==> src/rtl/intersection_scheduler_if.sv <==
// Signal bundle between the intersection scheduler and the controller that drives
// its requests and observes the signal heads.
interface intersection_scheduler_if;
  logic       i_start;
  logic [1:0] i_ped_req;
  logic [1:0] i_left_req;
  logic [3:0] o_car_a;
  logic [1:0] o_walk_a;
  logic [3:0] o_car_b;
  logic [1:0] o_walk_b;
  logic [3:0] o_phase;

  modport master (
    output i_start, i_ped_req, i_left_req,
    input  o_car_a, o_walk_a, o_car_b, o_walk_b, o_phase
  );

  modport slave (
    input  i_start, i_ped_req, i_left_req,
    output o_car_a, o_walk_a, o_car_b, o_walk_b, o_phase
  );
endinterface

==> src/rtl/intersection_scheduler.sv <==
// Two-approach intersection scheduler: left/green/yellow/all-red phases for A then B,
// with latched pedestrian and left-turn requests served on the requester's next green.
module intersection_scheduler #(
  parameter int GREEN_T  = 8,
  parameter int LEFT_T   = 3,
  parameter int YELLOW_T = 2,
  parameter int ALLRED_T = 1,
  parameter int WALK_T   = 4,
  parameter int TIMER_W  = 4
) (
  input  logic                    clk,
  input  logic                    reset_n,
  intersection_scheduler_if.slave bus
);

  localparam logic [3:0] S_IDLE     = 4'd0;
  localparam logic [3:0] S_A_LEFT   = 4'd1;
  localparam logic [3:0] S_A_GREEN  = 4'd2;
  localparam logic [3:0] S_A_YELLOW = 4'd3;
  localparam logic [3:0] S_A_ALLRED = 4'd4;
  localparam logic [3:0] S_B_LEFT   = 4'd5;
  localparam logic [3:0] S_B_GREEN  = 4'd6;
  localparam logic [3:0] S_B_YELLOW = 4'd7;
  localparam logic [3:0] S_B_ALLRED = 4'd8;

  localparam logic [TIMER_W-1:0] GREEN_LD  = TIMER_W'(GREEN_T - 1);
  localparam logic [TIMER_W-1:0] LEFT_LD   = TIMER_W'(LEFT_T - 1);
  localparam logic [TIMER_W-1:0] YELLOW_LD = TIMER_W'(YELLOW_T - 1);
  localparam logic [TIMER_W-1:0] ALLRED_LD = TIMER_W'(ALLRED_T - 1);

  logic [3:0]         state_q, state_d;
  logic [TIMER_W-1:0] timer_q, timer_d;
  logic [1:0]         left_pend_q, left_pend_d;
  logic [1:0]         ped_pend_q, ped_pend_d;
  logic [1:0]         walk_q, walk_d;

  logic advance;
  logic walk_window;
  logic [3:0] car_a, car_b;
  logic [1:0] walk_a, walk_b;

  // IDLE has no timed length; it leaves on the first enabled edge.
  assign advance = bus.i_start && ((state_q == S_IDLE) || (timer_q == '0));

  // NOTE: every combinational output gets a default first so no latch is inferred.
  always_comb begin
    state_d     = state_q;
    timer_d     = timer_q;
    left_pend_d = left_pend_q | bus.i_left_req;
    ped_pend_d  = ped_pend_q | bus.i_ped_req;
    walk_d      = walk_q;

    if (advance) begin
      case (state_q)
        S_IDLE, S_B_ALLRED:
          state_d = (left_pend_q[0] | bus.i_left_req[0]) ? S_A_LEFT : S_A_GREEN;
        S_A_LEFT:   state_d = S_A_GREEN;
        S_A_GREEN:  state_d = S_A_YELLOW;
        S_A_YELLOW: state_d = S_A_ALLRED;
        S_A_ALLRED:
          state_d = (left_pend_q[1] | bus.i_left_req[1]) ? S_B_LEFT : S_B_GREEN;
        S_B_LEFT:   state_d = S_B_GREEN;
        S_B_GREEN:  state_d = S_B_YELLOW;
        S_B_YELLOW: state_d = S_B_ALLRED;
        default:    state_d = S_IDLE;
      endcase

      case (state_d)
        S_A_LEFT, S_B_LEFT:     timer_d = LEFT_LD;
        S_A_GREEN, S_B_GREEN:   timer_d = GREEN_LD;
        S_A_YELLOW, S_B_YELLOW: timer_d = YELLOW_LD;
        S_A_ALLRED, S_B_ALLRED: timer_d = ALLRED_LD;
        default:                timer_d = '0;
      endcase

      // Entry into a left or green phase serves the matching request, including
      // one arriving on this very edge.
      case (state_d)
        S_A_LEFT: left_pend_d[0] = 1'b0;
        S_B_LEFT: left_pend_d[1] = 1'b0;
        S_A_GREEN: begin
          ped_pend_d[0] = 1'b0;
          walk_d[0]     = ped_pend_q[0] | bus.i_ped_req[0];
        end
        S_B_GREEN: begin
          ped_pend_d[1] = 1'b0;
          walk_d[1]     = ped_pend_q[1] | bus.i_ped_req[1];
        end
        default: ;
      endcase
    end else if (bus.i_start) begin
      timer_d = timer_q - 1'b1;
    end
  end

  // NOTE: sequential state uses non-blocking assignments only.
  always_ff @(posedge clk) begin
    if (!reset_n) begin
      state_q     <= S_IDLE;
      timer_q     <= '0;
      left_pend_q <= '0;
      ped_pend_q  <= '0;
      walk_q      <= '0;
    end else begin
      state_q     <= state_d;
      timer_q     <= timer_d;
      left_pend_q <= left_pend_d;
      ped_pend_q  <= ped_pend_d;
      walk_q      <= walk_d;
    end
  end

  // The timer counts down from GREEN_T-1, so the first WALK_T green cycles are
  // those whose timer value is at least GREEN_T-WALK_T.
  assign walk_window = int'(timer_q) >= (GREEN_T - WALK_T);

  always_comb begin
    car_a  = 4'b0001;
    car_b  = 4'b0001;
    walk_a = 2'b01;
    walk_b = 2'b01;
    case (state_q)
      S_A_LEFT:   car_a = 4'b1001;
      S_A_GREEN: begin
        car_a = 4'b0100;
        if (walk_q[0] && walk_window) walk_a = 2'b10;
      end
      S_A_YELLOW: car_a = 4'b0010;
      S_B_LEFT:   car_b = 4'b1001;
      S_B_GREEN: begin
        car_b = 4'b0100;
        if (walk_q[1] && walk_window) walk_b = 2'b10;
      end
      S_B_YELLOW: car_b = 4'b0010;
      default: ;
    endcase
  end

  assign bus.o_car_a  = car_a;
  assign bus.o_car_b  = car_b;
  assign bus.o_walk_a = walk_a;
  assign bus.o_walk_b = walk_b;
  assign bus.o_phase  = state_q;

endmodule

==> src/flat_wrapper.sv <==
// flat-port wrapper written by rule: the top's interface ports become plain ports
module intersection_scheduler_flat 
#(
  parameter int GREEN_T  = 8,
  parameter int LEFT_T   = 3,
  parameter int YELLOW_T = 2,
  parameter int ALLRED_T = 1,
  parameter int WALK_T   = 4,
  parameter int TIMER_W  = 4
)
  (clk, reset_n, bus_i_start, bus_i_ped_req, bus_i_left_req, bus_o_car_a, bus_o_walk_a, bus_o_car_b, bus_o_walk_b, bus_o_phase);
  intersection_scheduler_if bus_i ();
  input  logic clk;
  input  logic reset_n;
  input wire logic [$bits(bus_i.i_start)-1:0] bus_i_start;
  input wire logic [$bits(bus_i.i_ped_req)-1:0] bus_i_ped_req;
  input wire logic [$bits(bus_i.i_left_req)-1:0] bus_i_left_req;
  output wire logic [$bits(bus_i.o_car_a)-1:0] bus_o_car_a;
  output wire logic [$bits(bus_i.o_walk_a)-1:0] bus_o_walk_a;
  output wire logic [$bits(bus_i.o_car_b)-1:0] bus_o_car_b;
  output wire logic [$bits(bus_i.o_walk_b)-1:0] bus_o_walk_b;
  output wire logic [$bits(bus_i.o_phase)-1:0] bus_o_phase;
  assign bus_i.i_start = bus_i_start;
  assign bus_i.i_ped_req = bus_i_ped_req;
  assign bus_i.i_left_req = bus_i_left_req;
  assign bus_o_car_a = bus_i.o_car_a;
  assign bus_o_walk_a = bus_i.o_walk_a;
  assign bus_o_car_b = bus_i.o_car_b;
  assign bus_o_walk_b = bus_i.o_walk_b;
  assign bus_o_phase = bus_i.o_phase;
  intersection_scheduler #(.GREEN_T(GREEN_T), .LEFT_T(LEFT_T), .YELLOW_T(YELLOW_T), .ALLRED_T(ALLRED_T), .WALK_T(WALK_T), .TIMER_W(TIMER_W)) u_core (.clk(clk), .reset_n(reset_n), .bus(bus_i));
endmodule
==> config.mk <==
export PLATFORM = sky130hd
export DESIGN_NAME = intersection_scheduler_flat
export DESIGN_NICKNAME = d
export VERILOG_FILES = /design/src/rtl/intersection_scheduler_if.sv /design/src/rtl/intersection_scheduler.sv /design/src/flat_wrapper.sv
export SDC_FILE = /design/constraint.sdc
export NUM_CORES = 1
export LEC_CHECK = 0
export CAP_MARGIN = 10
export CORE_UTILIZATION = 45
export CTS_CLUSTER_DIAMETER = 150
export DETAILED_ROUTE_END_ITERATION = 8
export PLACE_DENSITY = 0.74
export REMOVE_ABC_BUFFERS = 1
export SLEW_MARGIN = 0
export SYNTH_ARGS = -nofsm -noshare
export SYNTH_HDL_FRONTEND = slang
export SYNTH_SLANG_ARGS = --single-unit
==> constraint.sdc <==
create_clock -name clk -period 4.4 [get_ports clk]
set_clock_uncertainty 0.05 [all_clocks]
set_input_delay 0.66 -clock clk [delete_from_list [all_inputs] [get_ports clk]]
set_output_delay 0.66 -clock clk [all_outputs]
set_load 0.05 [all_outputs]
# After elaboration in Yosys (flattened, before gate mapping)
# Memories as Yosys holds them, arrays and structs flattened.
# Index checks and enable logic that the tools add are counted.
[word_totals]
reg_bits = 14
romBits = 48
input_bits = 7
wordCells = 55
memories = 1
[op_classes]
n_addsub = 1
magnitude_cmp = 1
n_eq_ne = 12
muxes = 18
bitwise = 6
n_reduce_logical = 10
[mem_list]
columns = ["memory", "words", "width", "rd", "rd_clocked_by_memory_dff", "wr", "line_no", "rtl"]
rows = [
  ["(no name shown)", 16, 3, 1, 0, 0, "intersection_scheduler.sv:68", "case (state_d)"],
]
[op_table]
columns = ["op", "n"]
rows = [
  ["case mux 4 bit (8 select lines)", 1],
  ["== test 4 x 3 -> 1 bit, second input constant", 6],
  ["case mux 4 bit (3 select lines)", 2],
  ["two-way mux 2 bit", 8],
  ["== test 4 x 2 -> 1 bit, second input constant", 3],
  ["two-way mux 4 bit", 3],
  ["== test 4 x 1 -> 1 bit, second input constant", 2],
  ["zero test 4 bit", 2],
  ["== test 4 bit, second input constant", 1],
  [">= comparator 4 x 3 -> 1 bit, second input constant", 1],
  ["two-way mux 1 bit", 4],
  ["OR 1 bit", 4],
  ["OR 2 bit", 2],
  ["AND reduction 2 bit", 2],
  ["subtractor 4 x 1 -> 4 bit, second input constant", 1],
  ["logical AND 1 bit", 3],
  ["nonzero test 2 bit", 1],
  ["OR reduction 2 bit", 1],
  ["logical OR 1 bit", 1],
]

# Logic depth before layout (Yosys ltp)
[depth]
ltp_word = 7
ltp_mapped = 9
depth_no_buf = 8

# Worst setup path before layout
# Ideal clock, no wire load.
[synth_timing]
kind = "flip-flop to output port"
startpoint = "reg u_core.state_q[1] (netlist: u_core.bus.o_phase[1])"
endpoint = "out bus_o_walk_a[0]"
arrival_ps = 3529
t_required_ps = 3690
setup_slack_ps = 161
path_stages_with_launch = 6
n_path_buf = 1
path_cell_list = "dfxtp_1 > buf_6 > inv_1 > nor4_1 > and3_1 > inv_1"
[synth_between]
elab_chain_len = 2
[synth_lines]
columns = ["element", "line_no", "rtl"]
rows = [
  ["from (decl)", "intersection_scheduler.sv:31", "logic [3:0] state_q, state_d;"],
  ["from (signal assigned)", "intersection_scheduler.sv:105", "state_q <= state_d;"],
  ["== test 4 x 2 -> 1 bit", "intersection_scheduler.sv:122", "case (state_q)"],
  ["two-way mux 2 bit", "intersection_scheduler.sv:122", ""],
  ["to (decl)", "flat_wrapper.sv:19", "output wire logic [$bits(bus_i.o_walk_a)-1:0] bus_o_walk_a;"],
]
# Every way passes these cells.

# Worst setup path after layout
[layout_timing]
startpoint = "reg u_core.state_q[1] (netlist: u_core.bus.o_phase[1])"
endpoint = "out bus_o_walk_a[1]"
# Same word-level chain as after synthesis.

==> metrics.yaml <==
path_class: "flip-flop to output port"
post_cts_buffers: 0
pwr-share-clk_pct: 15.1
synth-main-ff-cell: "dfxtp_1"
power.switching_mw: 0.210
worstHoldStart: "u_core.walk_q[0]$_SDFFE_PN0P_"
grt.total_usage_pct: 21.4
cts_buffer_depth: 2
grt_pass1_vias: 735
cts_resized: 0
synth_area_leaders: "dfxtp_1 31%, mux2i_1 5.5%, nor2_1 4.6%, ha_1 4.2%, o21ai_0 3.9%"
cp_max_fo: 11
dieArea_um2: 2190
die_h_um: 46.8
routedWlPerCell_um: 13.2
intPower_mw: 0.271
antenna_found_initial: 0
syn-instance-count: 106
ys_seq_area_share_pct: 31.1
synth.distinct_cells: 36
netlist_area_um2: 902
viasPerCell: 5.46
clock-sinks: 14
firstDrtPassIters: 4
htree_num_levels: 1
p_leak_nw: 0.447
ys_top_cells_by_count: "14 x dfxtp_1, 11 x nor2_1, 9 x inv_1"
path_clk_slew_ps: 90
grt_setup_unrepaired: "false"
synth_edf_count: 0
start_util_pct: 50.1
cp-startpoint: "u_core.bus.o_phase[1]$_SDFFE_PN0P_"
gp_congestion: 0.767
hp-class: "flip-flop to flip-flop"
grt_max_degree: 18
via_count: 814
cts_buffers: 3
r2r-start: "u_core.bus.o_phase[0]$_SDFFE_PN0P_"
grt_pass1_wl_um: 3250
postRouteAntennaNets: 0
fmax_ghz: 0.321
syn_area_per_cell_um2: 8.51
overflow: 0
p_per_area_nw_per_um2: 427
hold_buffers: 0
power_frac_comb_pct: 49.2
rrSetupSlack_ps: 2220
ys_async_sr_fraction_pct: 0
coreArea_um2: 1800
drtIter0Drc: 33
wl_um: 1970
cts-root-buf: "clkbuf_4"
fp-row-count: 15
fin_ws_ps: 1280
power_frac_seq_pct: 35.8
syn_to_final_growth_pct: 25.0
peakVddDrop_uv: 240
synth_top_cell_by_area: "dfxtp_1"
hold_viol: 0
drcViolationCount: 0
dieWidth_um: 46.8
status: "completed"
setup_tns_ps: 0
clk_latency_ps: 280
port_buffers: 22
layout.nets: 136
start_kind: "flip-flop"
timing.final.max_slew_violations: 0
yosys.cell_count.top_type: "dfxtp_1"
dp_hpwl_um: 1460
dpl_worst_slack_ps: 1590
maxCapViolCount: 0
swShare_pct: 43.7
final-setup-viol-count: 0
yosys_warnings: 0
timing.slew.headroom_pct: 58.9
antenna-diode-count: 0
synth_top_cell_area_share_pct: 31.1
tightest_slew_ps: 617
pin_count: 23
fillers: 168
fin_crit_ps: 3120
finalCritPeriodShare_pct: 70.9
ys_ff_latch: 14
cp.arrival_ps: 2410
tritoncts: "yes"
critical_path_required_ps: 3690
final_layout_size_suffix_gt1_share_pct: 9.68
endpoint_kind: "output port"
[per-layer routing]
| metal | part of all wire, % | vias to the layer above | global-route usage (%) |
|---|---|---|---|
| met5 | 0 | - | 0 |
| met4 | 1.1 | 0 | 8.57 |
| met3 | 6.3 | 2 | 4.62 |
| met2 | 46 | 29 | 35.3 |
| met1 | 46 | 369 | 27.2 |
| li1 | - | 414 | - |
[critical path: stages, from the launching register on]
cell and delay [ps]:
dfxtp_1 560, inv_1 220, nor4_1 320, and3_1 230
clkdlybuf4s50_1 800
[placed cells by master (no fill, tap or decap), drive strengths merged, types with 2 or more instances in the layout]
cell and instances:
dfxtp 14, nor2 11, nand3 2, nand2 7
and3 4, nor3 6, clkdlybuf4s50 22, nor3b 3
inv 9, o21ai 8, clkbuf 3, o31ai 3
nand4b 2, a21oi 6, nor4 3, nand3b 2
mux2i 5, ha 3
[power groups by stage]
stage	clock network [mW]	registers [mW]	logic, mW
finish	0.0724	0.172	0.236
global route	0.0816	0.176	0.260
CTS	0.0741	0.172	0.237
detailed placement	0	0.175	0.234
global placement	0	0.174	0.232
floorplan	0	0.185	0.161
[cell type report]
| type | count | area, µm² | share of cell area [%] |
|---|---|---|---|
| Sequential cell | 14 | 280 | 24.9 |
| Multi-Input combinational cell | 76 | 539 | 47.8 |
| Timing Repair Buffer | 22 | 220 | 19.5 |
| Tap cell | 25 | 31.3 | 2.77 |
| Clock buffer | 3 | 22.5 | 2.00 |
| Inverter | 9 | 33.8 | 3.00 |
[metrics by stage]
stage | total power, mW | utilization (%) | hold WS (ps) | instance area, µm² | cells
6_report | 0.481 | 62.6 | 417 | 1130 | 149
5_1_grt | 0.518 | 62.6 | 448 | 1130 | 149
4_1_cts | 0.482 | 62.6 | 425 | 1130 | 149
3_5_place_dp | 0.410 | 61.3 | 414 | 1100 | 146
3_3_place_gp | 0.406 | 61.3 | 396 | 1100 | 146
2_1_floorplan | 0.346 | - | 380 | 853 | 99
[final timing paths]
path,to,cells past startpoint
setup / recovery,bus_o_walk_a[1],4
hold / removal,u_core.walk_q[0]$_SDFFE_PN0P_,2
setup reg to reg,u_core.walk_q[1]$_SDFFE_PN0P_,7
hold reg to reg,u_core.walk_q[0]$_SDFFE_PN0P_,2
[cell families after synthesis]
logic type | after synthesis | share of synthesized area [%]
buffers and inverters | 16 | 9.15
AND/OR/NAND/NOR | 44 | 30.1
flip-flops | 14 | 31.1
multiplexers | 5 | 5.55
AO/OA/AOI/OAI | 24 | 20.0
adder cells (fa/ha/maj) | 3 | 4.16
[sequential cells by signal, summed over array words and instances (netlist names)]
signal	cells
u_core.bus.o_phase	4
u_core.timer_q	4
u_core.left_pend_q	2
u_core.ped_pend_q	2
u_core.walk_q	2
Note: power is estimated with default switching activity, not from simulation.
